--- src/rtl/uart_tx_frame_if.sv ---
// Word handshake between the TX FIFO and the UART transmitter, plus the line-break request.
// The master drives the word and break request; tx_ready comes back from the transmitter.
interface uart_tx_frame_if #(
  parameter int DBIT = 8
);
  logic            tx_valid;
  logic [DBIT-1:0] tx_data;
  logic            tx_ready;
  logic            break_req;

  modport master (
    output tx_valid,
    output tx_data,
    output break_req,
    input  tx_ready
  );

  modport slave (
    input  tx_valid,
    input  tx_data,
    input  break_req,
    output tx_ready
  );
endinterface

--- src/rtl/uart_tx_frame.sv ---
// UART transmitter: start/data/optional parity/stop framing plus line-break generation.
// tx falls one clk after a word is accepted; tx_ready stays low for the whole frame or break.
module uart_tx_frame #(
  parameter int DBIT       = 8,
  parameter int OVERSAMPLE = 16,
  parameter int SB_TICK    = 16,
  parameter int PARITY     = 0,
  parameter int BRK_BITS   = 13
) (
  input  logic             clk,
  input  logic             reset,
  input  logic             tick,
  uart_tx_frame_if.slave   bus,
  output logic             tx,
  output logic             tx_done_tick,
  output logic             busy
);

  localparam int S_MAX = (OVERSAMPLE > SB_TICK) ? OVERSAMPLE : SB_TICK;
  localparam int SW    = (S_MAX > 1) ? $clog2(S_MAX) : 1;
  localparam int NW    = (DBIT > 1) ? $clog2(DBIT) : 1;
  localparam int BW    = $clog2(BRK_BITS + 1);

  localparam logic [SW-1:0] S_BIT_LAST  = SW'(OVERSAMPLE - 1);
  localparam logic [SW-1:0] S_STOP_LAST = SW'(SB_TICK - 1);
  localparam logic [NW-1:0] N_LAST      = NW'(DBIT - 1);
  localparam logic [BW-1:0] BRK_MIN     = BW'(BRK_BITS);
  localparam logic [BW-1:0] BRK_LAST    = BW'(BRK_BITS - 1);

  localparam logic [2:0] IDLE  = 3'd0;
  localparam logic [2:0] START = 3'd1;
  localparam logic [2:0] DATA  = 3'd2;
  localparam logic [2:0] PAR   = 3'd3;
  localparam logic [2:0] STOP  = 3'd4;
  localparam logic [2:0] BREAK = 3'd5;

  logic [2:0]      state;
  logic [SW-1:0]   s;
  logic [NW-1:0]   n;
  logic [BW-1:0]   brk_cnt;
  logic [DBIT-1:0] shreg;
  logic            par_bit;
  logic            data_frame;
  logic            accept;
  logic            bit_end;

  // Gated by reset so the FIFO never pops a word the transmitter is about to drop.
  assign bus.tx_ready = (state == IDLE) && !bus.break_req && !reset;
  assign accept       = bus.tx_valid && bus.tx_ready;
  assign bit_end      = tick && (s == S_BIT_LAST);
  assign busy         = (state != IDLE);

  always_ff @(posedge clk) begin
    if (reset) begin
      state        <= IDLE;
      s            <= '0;
      n            <= '0;
      brk_cnt      <= '0;
      shreg        <= '0;
      par_bit      <= 1'b0;
      data_frame   <= 1'b0;
      tx           <= 1'b1;
      tx_done_tick <= 1'b0;
    end else begin
      tx_done_tick <= 1'b0;
      case (state)
        IDLE: begin
          s <= '0;
          if (bus.break_req) begin
            state      <= BREAK;
            brk_cnt    <= '0;
            data_frame <= 1'b0;
            tx         <= 1'b0;
          end else if (accept) begin
            shreg      <= bus.tx_data;
            par_bit    <= (^bus.tx_data) ^ (PARITY == 2);
            data_frame <= 1'b1;
            state      <= START;
            tx         <= 1'b0;
          end
        end

        START: begin
          if (tick) begin
            if (bit_end) begin
              s     <= '0;
              n     <= '0;
              state <= DATA;
              tx    <= shreg[0];
            end else begin
              s <= s + SW'(1);
            end
          end
        end

        DATA: begin
          if (tick) begin
            if (bit_end) begin
              s     <= '0;
              shreg <= {1'b0, shreg[DBIT-1:1]};
              if (n == N_LAST) begin
                if (PARITY != 0) begin
                  state <= PAR;
                  tx    <= par_bit;
                end else begin
                  state <= STOP;
                  tx    <= 1'b1;
                end
              end else begin
                n  <= n + NW'(1);
                tx <= shreg[1];
              end
            end else begin
              s <= s + SW'(1);
            end
          end
        end

        PAR: begin
          if (tick) begin
            if (bit_end) begin
              s     <= '0;
              state <= STOP;
              tx    <= 1'b1;
            end else begin
              s <= s + SW'(1);
            end
          end
        end

        STOP: begin
          if (tick) begin
            if (s == S_STOP_LAST) begin
              s            <= '0;
              state        <= IDLE;
              tx_done_tick <= data_frame;
            end else begin
              s <= s + SW'(1);
            end
          end
        end

        BREAK: begin
          // Release is only considered on bit-period boundaries, so the break is whole periods long.
          if (tick) begin
            if (bit_end) begin
              s <= '0;
              if ((brk_cnt >= BRK_LAST) && !bus.break_req) begin
                state <= STOP;
                tx    <= 1'b1;
              end else if (brk_cnt < BRK_MIN) begin
                brk_cnt <= brk_cnt + BW'(1);
              end
            end else begin
              s <= s + SW'(1);
            end
          end
        end

        default: begin
          state <= IDLE;
          s     <= '0;
          tx    <= 1'b1;
        end
      endcase
    end
  end

endmodule

--- src/flat_wrapper.sv ---
// flat-port wrapper written by rule: the top's interface ports become plain ports
module uart_tx_frame_flat 
#(
  parameter int DBIT       = 8,
  parameter int OVERSAMPLE = 16,
  parameter int SB_TICK    = 16,
  parameter int PARITY     = 0,
  parameter int BRK_BITS   = 13
)
  (clk, reset, tick, tx, tx_done_tick, busy, bus_tx_valid, bus_tx_data, bus_break_req, bus_tx_ready);
  uart_tx_frame_if #(.DBIT(DBIT)) bus_i ();
  input  logic clk;
  input  logic reset;
  input  logic tick;
  output logic tx;
  output logic tx_done_tick;
  output logic busy;
  input wire logic [$bits(bus_i.tx_valid)-1:0] bus_tx_valid;
  input wire logic [$bits(bus_i.tx_data)-1:0] bus_tx_data;
  input wire logic [$bits(bus_i.break_req)-1:0] bus_break_req;
  output wire logic [$bits(bus_i.tx_ready)-1:0] bus_tx_ready;
  assign bus_i.tx_valid = bus_tx_valid;
  assign bus_i.tx_data = bus_tx_data;
  assign bus_i.break_req = bus_break_req;
  assign bus_tx_ready = bus_i.tx_ready;
  uart_tx_frame #(.DBIT(DBIT), .OVERSAMPLE(OVERSAMPLE), .SB_TICK(SB_TICK), .PARITY(PARITY), .BRK_BITS(BRK_BITS)) u_core (.clk(clk), .reset(reset), .tick(tick), .bus(bus_i), .tx(tx), .tx_done_tick(tx_done_tick), .busy(busy));
endmodule
--- config.mk ---
export PLATFORM = sky130hd
export DESIGN_NAME = uart_tx_frame_flat
export DESIGN_NICKNAME = d
export VERILOG_FILES = /design/src/rtl/uart_tx_frame_if.sv /design/src/rtl/uart_tx_frame.sv /design/src/flat_wrapper.sv
export SDC_FILE = /design/constraint.sdc
export NUM_CORES = 1
export LEC_CHECK = 0
export CAP_MARGIN = 0
export CORE_MARGIN = 2
export CORE_UTILIZATION = 35
export DETAILED_ROUTE_END_ITERATION = 8
export GPL_TIMING_DRIVEN = 0
export PLACE_DENSITY = 0.59
export SYNTH_ARGS = -nofsm -noshare
export SYNTH_HDL_FRONTEND = slang
export SYNTH_SLANG_ARGS = --single-unit
--- constraint.sdc ---
create_clock -name clk -period 2.1 [get_ports clk]
set_input_delay 0.21 -clock clk [delete_from_list [all_inputs] [get_ports clk]]
set_output_delay 0.21 -clock clk [all_outputs]
set_load 0.03 [all_outputs]
==> results of run 1 <==
power by group:
| part | switching (W) | internal (W) |
|---|---|---|
| logic | 0.000552 | 0.000465 |
| clock network | 0.000161 | 0.000136 |
| registers | 0.0000744 | 0.000548 |
| total | 0.000787 | 0.00115 |
layout make-up:
| cell class | instances | share of cell area, % |
|---|---|---|
| tap | 50 | 3.62 |
| sequential | 25 | 28.9 |
| timing repair buffer | 17 | 9.33 |
| inverter | 6 | 1.30 |
| multi-input combinational | 124 | 50.7 |
| clock buffer | 4 | 2.60 |
| buffer | 11 | 3.55 |
worst min-delay path, cell delays in order:
cell	delay [ns]
buf_2	0.17
mux2i_1	0.09
nor2_1	0.08
cells in the mapped netlist (2+ instances only):
cell and number:
dfxtp_1 25, nor2_1 15, a21oi_1 12, mux2i_1 12, nand3_1 9, a211oi_1 8, nand2_1 8, nand2b_1 7
clkbuf_1 5, ha_1 5, inv_1 4, o21ai_0 4, and4_1 3, buf_2 3, nand3b_1 3, a211o_1 2
a21o_1 2, and2_1 2, and3_1 2, buf_4 2, inv_2 2, nand4_1 2, nor2b_1 2, nor3_1 2
nor4b_1 2, o2111ai_1 2, o21ai_1 2
path summary, 6_finish.rpt:
kind,startpoint,to
worst max-delay path,reset,bus_tx_ready
worst min-delay path,tick,u_core.s[1]$_SDFFE_PP0P_
worst max register to register,u_core.n[0]$_SDFFE_PP0P_,u_core.n[0]$_SDFFE_PP0P_
worst min register to register,u_core.data_frame$_SDFFE_PP0P_,u_core.data_frame$_SDFFE_PP0P_
metrics by stage:
stage / instance area, um^2 / cells / TNS, ns
detailed placement: 1660 / 230 / -0.147
global placement: 1660 / 230 / -0.127
finish: 1730 / 237 / 0
floorplan: 1460 / 166 / 0
global route: 1730 / 237 / 0
CTS: 1710 / 234 / 0
flip-flops by register name (all words and copies together) (netlist names):
name,count
u_core.state,3
u_core.n,3
u_core.tx,1
u_core.tx_done_tick,1
u_core.data_frame,1
u_core.s,4
u_core.shreg,8
u_core.brk_cnt,4
per-layer routing:
layer | global-route usage [%] | vias up
li1 | - | 652
met1 | 20.6 | 635
met2 | 27.2 | 34
met3 | 2.76 | 5
met4 | 6.00 | 0
met5 | 0 | -
kinds of logic (layout without fill, tap and decap cells):
family / after synthesis / count (layout) / share of synthesized area [%]
xor+xnor: 1 / 1 / 0.600
buf+inv: 17 / 38 / 5.66
fa+ha+maj: 5 / 5 / 4.29
flops: 25 / 25 / 34.3
mux: 12 / 12 / 8.23
compound gates: 42 / 42 / 21.4
simple gates: 64 / 64 / 25.5
what timing repair did:
item,in CTS,in global routing
hold buffers,0,0
buffers inserted,0,3
resized for setup,1,2
setup endpoints to repair,1,1
pin swaps,1,1
endpoints found under the hold margin,0,0
==> results.json, run 1 <==
{
  "p_total_w": 0.00194,
  "status": "complete, no violations",
  "clkTransAtPathRegs_ns": 0.09,
  "syn_nets": 184,
  "crit_path_top_delay_cell": "clkbuf_1",
  "cts_tree": "built",
  "regArea_um2": 500,
  "ys_ff_latch": 25,
  "drive_gt1_share_pct": 11.8,
  "crit_cells": 5,
  "initial_core_util_pct": 36.5,
  "period_minus_slack_ns": 1.88,
  "final_core_util_pct": 43.2,
  "reg2regPathDepth": 6,
  "top_layer_used": "met4",
  "multi_input_area_um2": 876,
  "cts_inserted_buffers": 3,
  "crit_top_cell": "clkbuf_1",
  "synth_edf_count": 0,
  "insertion_delay_ns": 0.28,
  "synth_area_um2": 1460,
  "ant_nets": 0,
  "fin_crit_sh_pct": 89.4,
  "clk_path_buf_depth": 2,
  "cts.sinks": 25,
  "arrival_ns": 1.67,
  "ys_warn_count": 0,
  "core_um2": 4000,
  "cts-htree-levels": 1,
  "min_path_type": "primary input to flip-flop",
  "skew_ns": 0.00364,
  "whs_path_depth": 3,
  "p_per_area_nw_per_um2": 1120,
  "tightest_slew_ns": 0.470,
  "fmax_mhz": 533,
  "avgSynthCellArea_um2": 8.79,
  "drt_wl_total_um": 3310,
  "antennaDiodeCount": 0,
  "wl_per_cell_um": 13.9,
  "core.rowCount": 23,
  "synth_top_area_cell": "dfxtp_1",
  "route.vias.total": 1326,
  "synthFlopType": "dfxtp_1",
  "detailed_place_hpwl_um": 2510,
  "cpPeakStageDelay_ns": 0.39,
  "viasPerCell": 5.59,
  "grt_antenna_before_repair": 0,
  "path_max_fanout": 10,
  "dieHeight_um": 68.6,
  "max-cap-violations": 0,
  "rrSetupSlack_ns": 0.29,
  "start_kind": "primary input",
  "ys_async_sr_fraction_pct": 0,
  "wl_met1_um": 1510,
  "vdd_drop_max_v": 0.000405,
  "postSynthCellCount": 166,
  "first_pass_iters": 4,
  "hold_viol": 0,
  "end_kind": "output port",
  "io-pin-count": 17,
  "setup_viol": 0,
  "port_buffers": 14,
  "overflow": 0,
  "p_leak_nw": 0.631,
  "first_iter_violations": 39,
  "rsz0062_at_grt": "false",
  "finalMaxSlewViolations": 0,
  "synth_area_leaders": "dfxtp_1 34%, mux2i_1 8.2%, ha_1 4.3%",
  "wl_met2_um": 1580,
  "ys_seq_area_share_pct": 34.3,
  "drc": 0,
  "gp_congestion": 0.869,
  "die-area_um2": 4700,
  "ys_types": 46,
  "areaGrowthSynthToFinish_pct": 18.5,
  "nNetsFinal": 206,
  "layout_common_cells": "25 x dfxtp_1, 15 x nor2_1, 13 x clkdlybuf4s50_1",
  "grt_max_degree": 14,
  "maxSlewHeadroom_pct": 68.7,
  "cp_data_required_time_ns": 1.89,
  "final_common_cell": "dfxtp_1",
  "path_class": "primary input to output port",
  "die_width_um": 68.6,
  "pre_cts_ws_ns": -0.147,
  "timing.final.ws_setup_ns": 0.223,
  "critical_path_buf_inv_count": 4,
  "fillers": 391,
  "yosysTopAreaCellShare_pct": 34.3,
  "grt_usage_pct": 16.2,
  "holdWs_ns": 0.315,
  "critical_path.top_delay_family": "buffers and inverters",
  "path_cells": "clkbuf_1, clkbuf_2, clkbuf_1, nor3_1, dlygate4sd2_1",
  "dr_wl_met3_um": 162,
  "grt_pass1_vias": 1258,
  "root_buffer": "clkbuf_8",
  "grt_pass1_wl_um": 5730
}
Note: power is estimated with default switching activity, not from simulation.
==> run 2, diff against run 1 <==
--- a/config.mk
+++ b/config.mk
@@ -10,7 +10,8 @@
 export CORE_UTILIZATION = 35
 export DETAILED_ROUTE_END_ITERATION = 8
 export GPL_TIMING_DRIVEN = 0
-export PLACE_DENSITY = 0.59
+export HOLD_SLACK_MARGIN = 0.1
+export PLACE_DENSITY = 0.63
 export SYNTH_ARGS = -nofsm -noshare
 export SYNTH_HDL_FRONTEND = slang
 export SYNTH_SLANG_ARGS = --single-unit
==> run 2 against run 1 <==
Combinational power fell by 10%. Total power down 5.6%. Non-clock buffer count shrank 3. First-iteration DRC count rose by 72%. Die area unchanged. Wire length down 8.3%. Critical path depth shrank 2. Clock power fell by 2%. Count of clock-buffer cells in the layout is the same. Clock skew shrank 0.00088 ns. Flip-flop and latch count is the same. Critical path type is now flip-flop to output port.
==> results.json, run 2 (synthesis gave the netlist of run 1 again) <==
{
  "status": "complete, no violations",
  "path_cells": "nor3_4, inv_2, clkdlybuf4s50_1",
  "grt_antenna_before_repair": 0,
  "hold_end": "u_core.s[1]$_SDFFE_PP0P_",
  "insertion_delay_ns": 0.27,
  "cp_data_required_time_ns": 1.89,
  "critical_path.top_delay_family": "buffers and inverters",
  "largest_reg_flops": 8,
  "drc": 0,
  "fmax_mhz": 512,
  "p_per_area_nw_per_um2": 1070,
  "grt_pass1_wl_um": 5130,
  "min_path_type": "primary input to flip-flop",
  "fin_area_um2": 1710,
  "hp-start": "tick",
  "vdd_drop_max_v": 0.000415,
  "rsz0062_at_grt": "false",
  "reg2regPathDepth": 6,
  "die-area_um2": 4700,
  "crit_path_top_delay_cell": "clkdlybuf4s50_1",
  "cpPeakStageDelay_ns": 0.61,
  "core.rowCount": 23,
  "tightest_slew_ns": 0.441,
  "first_iter_violations": 67,
  "timing.final.ws_setup_ns": 0.146,
  "p_sw_share_pct": 40.5,
  "maxSlewHeadroom_pct": 70.6,
  "fin_crit_sh_pct": 93.0,
  "final_common_cell": "dfxtp_1",
  "period_minus_slack_ns": 1.95,
  "pre_cts_ws_ns": -0.184,
  "finalMaxSlewViolations": 0,
  "combPwrFrac_pct": 50.2,
  "root_buffer": "clkbuf_8",
  "critical_path_buf_inv_count": 2,
  "path_max_fanout": 8,
  "clk_path_buf_depth": 2,
  "io-pin-count": 17,
  "p_leak_nw": 0.617,
  "dr_wl_met3_um": 120,
  "final_core_util_pct": 42.7,
  "grt_max_degree": 14,
  "cts_inserted_buffers": 3,
  "die_width_um": 68.6,
  "rrSetupSlack_ns": 0.32,
  "crit_start": "u_core.state[0]$_SDFFE_PP0P_",
  "switching_power_w": 0.000741,
  "layout_common_cells": "25 x dfxtp_1, 15 x nor2_1, 13 x clkdlybuf4s50_1",
  "drt_wl_total_um": 3030,
  "p_clk_share_pct": 15.9,
  "max-cap-violations": 0,
  "route.vias.total": 1259,
  "areaGrowthSynthToFinish_pct": 17.0,
  "top_regs": "u_core.shreg (8), u_core.brk_cnt (4), u_core.s (4)",
  "detailed_place_hpwl_um": 2290,
  "path_class": "flip-flop to output port",
  "grt_pass1_vias": 1100,
  "fillers": 398,
  "gp_congestion": 0.832,
  "clkTransAtPathRegs_ns": 0.08,
  "viasPerCell": 5.38,
  "first_pass_iters": 4,
  "r2r-end": "u_core.n[1]$_SDFFE_PP0P_",
  "antennaDiodeCount": 0,
  "cts-htree-levels": 1,
  "start_kind": "flip-flop",
  "postPlaceCellArea_um2": 1660,
  "grt_usage_pct": 14.3,
  "crit_cells": 3,
  "wl_met2_um": 1390,
  "cts.sinks": 25,
  "hold_viol": 0,
  "overflow": 0,
  "end_kind": "output port",
  "cts_tree": "built",
  "dieHeight_um": 68.6,
  "skew_ns": 0.00275,
  "reg2reg_from": "u_core.n[0]$_SDFFE_PP0P_",
  "arrival_ns": 1.74,
  "setup_viol": 0,
  "p_int_w": 0.00109,
  "wl_met1_um": 1490,
  "top_layer_used": "met4",
  "drive_gt1_share_pct": 10.3,
  "port_buffers": 14,
  "whs_path_depth": 3,
  "top_register": "u_core.shreg",
  "ant_nets": 0,
  "core_um2": 4000,
  "nNetsFinal": 203,
  "wl_per_cell_um": 13.0,
  "initial_core_util_pct": 36.5,
  "seqPwrFrac_pct": 33.9
}
-- run 2: cell count changes in the layout (fill, tap and decap cells not counted) --
| cell | delta |
|---|---|
| buf_4 | -3 |
-- run 2: worst max-delay path by stage --
stage / to / slack, ns
2_1_floorplan: bus_tx_ready / 0.41
3_3_place_gp: bus_tx_ready / -0.19
3_5_place_dp: bus_tx_ready / -0.18
4_1_cts: busy / 0.14
5_1_grt: busy / 0.06
6_report: busy / 0.15
-- run 2: repair_timing --
action,4_1_cts,5_1_grt
setup buffers,0,0
hold buffers,0,0
gates resized for setup,2,0
endpoints found under the setup margin,1,0
-- run 2: metrics by stage --
stage          setup TNS (ns)  power (W)  hold WS [ns]  instances
2_1_floorplan               0    0.00133         0.347        166
3_3_place_gp           -0.191    0.00155         0.462        230
3_5_place_dp           -0.184    0.00155         0.469        230
4_1_cts                     0    0.00185         0.301        234
5_1_grt                     0    0.00196         0.347        234
6_report                    0    0.00183         0.307        234
-- run 2: worst reg2reg max path, delay by kind of cell (launching register included) --
| kind | cells | cell delay (ns) |
|---|---|---|
| compound gates | 2 | 0.36 |
| flops | 1 | 0.33 |
| simple gates | 2 | 0.55 |
| fa+ha+maj | 2 | 0.43 |
-- run 2: layout make-up --
| cell class | instances | area (um^2) | area share, % |
|---|---|---|---|
| buffer | 11 | 61.3 | 3.59 |
| clock buffer | 4 | 45.0 | 2.64 |
| sequential | 25 | 500 | 29.3 |
| tap | 50 | 62.6 | 3.67 |
| multi-input combinational | 124 | 876 | 51.3 |
| timing repair buffer | 14 | 139 | 8.14 |
| inverter | 6 | 22.5 | 1.32 |
-- run 2: power groups by stage --
| stage | Combinational, W | Clock, W | Sequential [W] |
|---|---|---|---|
| after CTS | 0.000920 | 0.000306 | 0.000621 |
| final | 0.000917 | 0.000291 | 0.000620 |
| after global routing | 0.00101 | 0.000316 | 0.000630 |
| after floorplan | 0.000697 | 0 | 0.000635 |
| after detailed placement | 0.000921 | 0 | 0.000632 |
| after global placement | 0.000918 | 0 | 0.000632 |
-- run 2: per-layer routing --
layer	GRT usage [%]	vias to the layer above
met1	19.9	585
met2	22.6	24
met5	0	-
met4	3.75	0
li1	-	645
met3	2.60	5
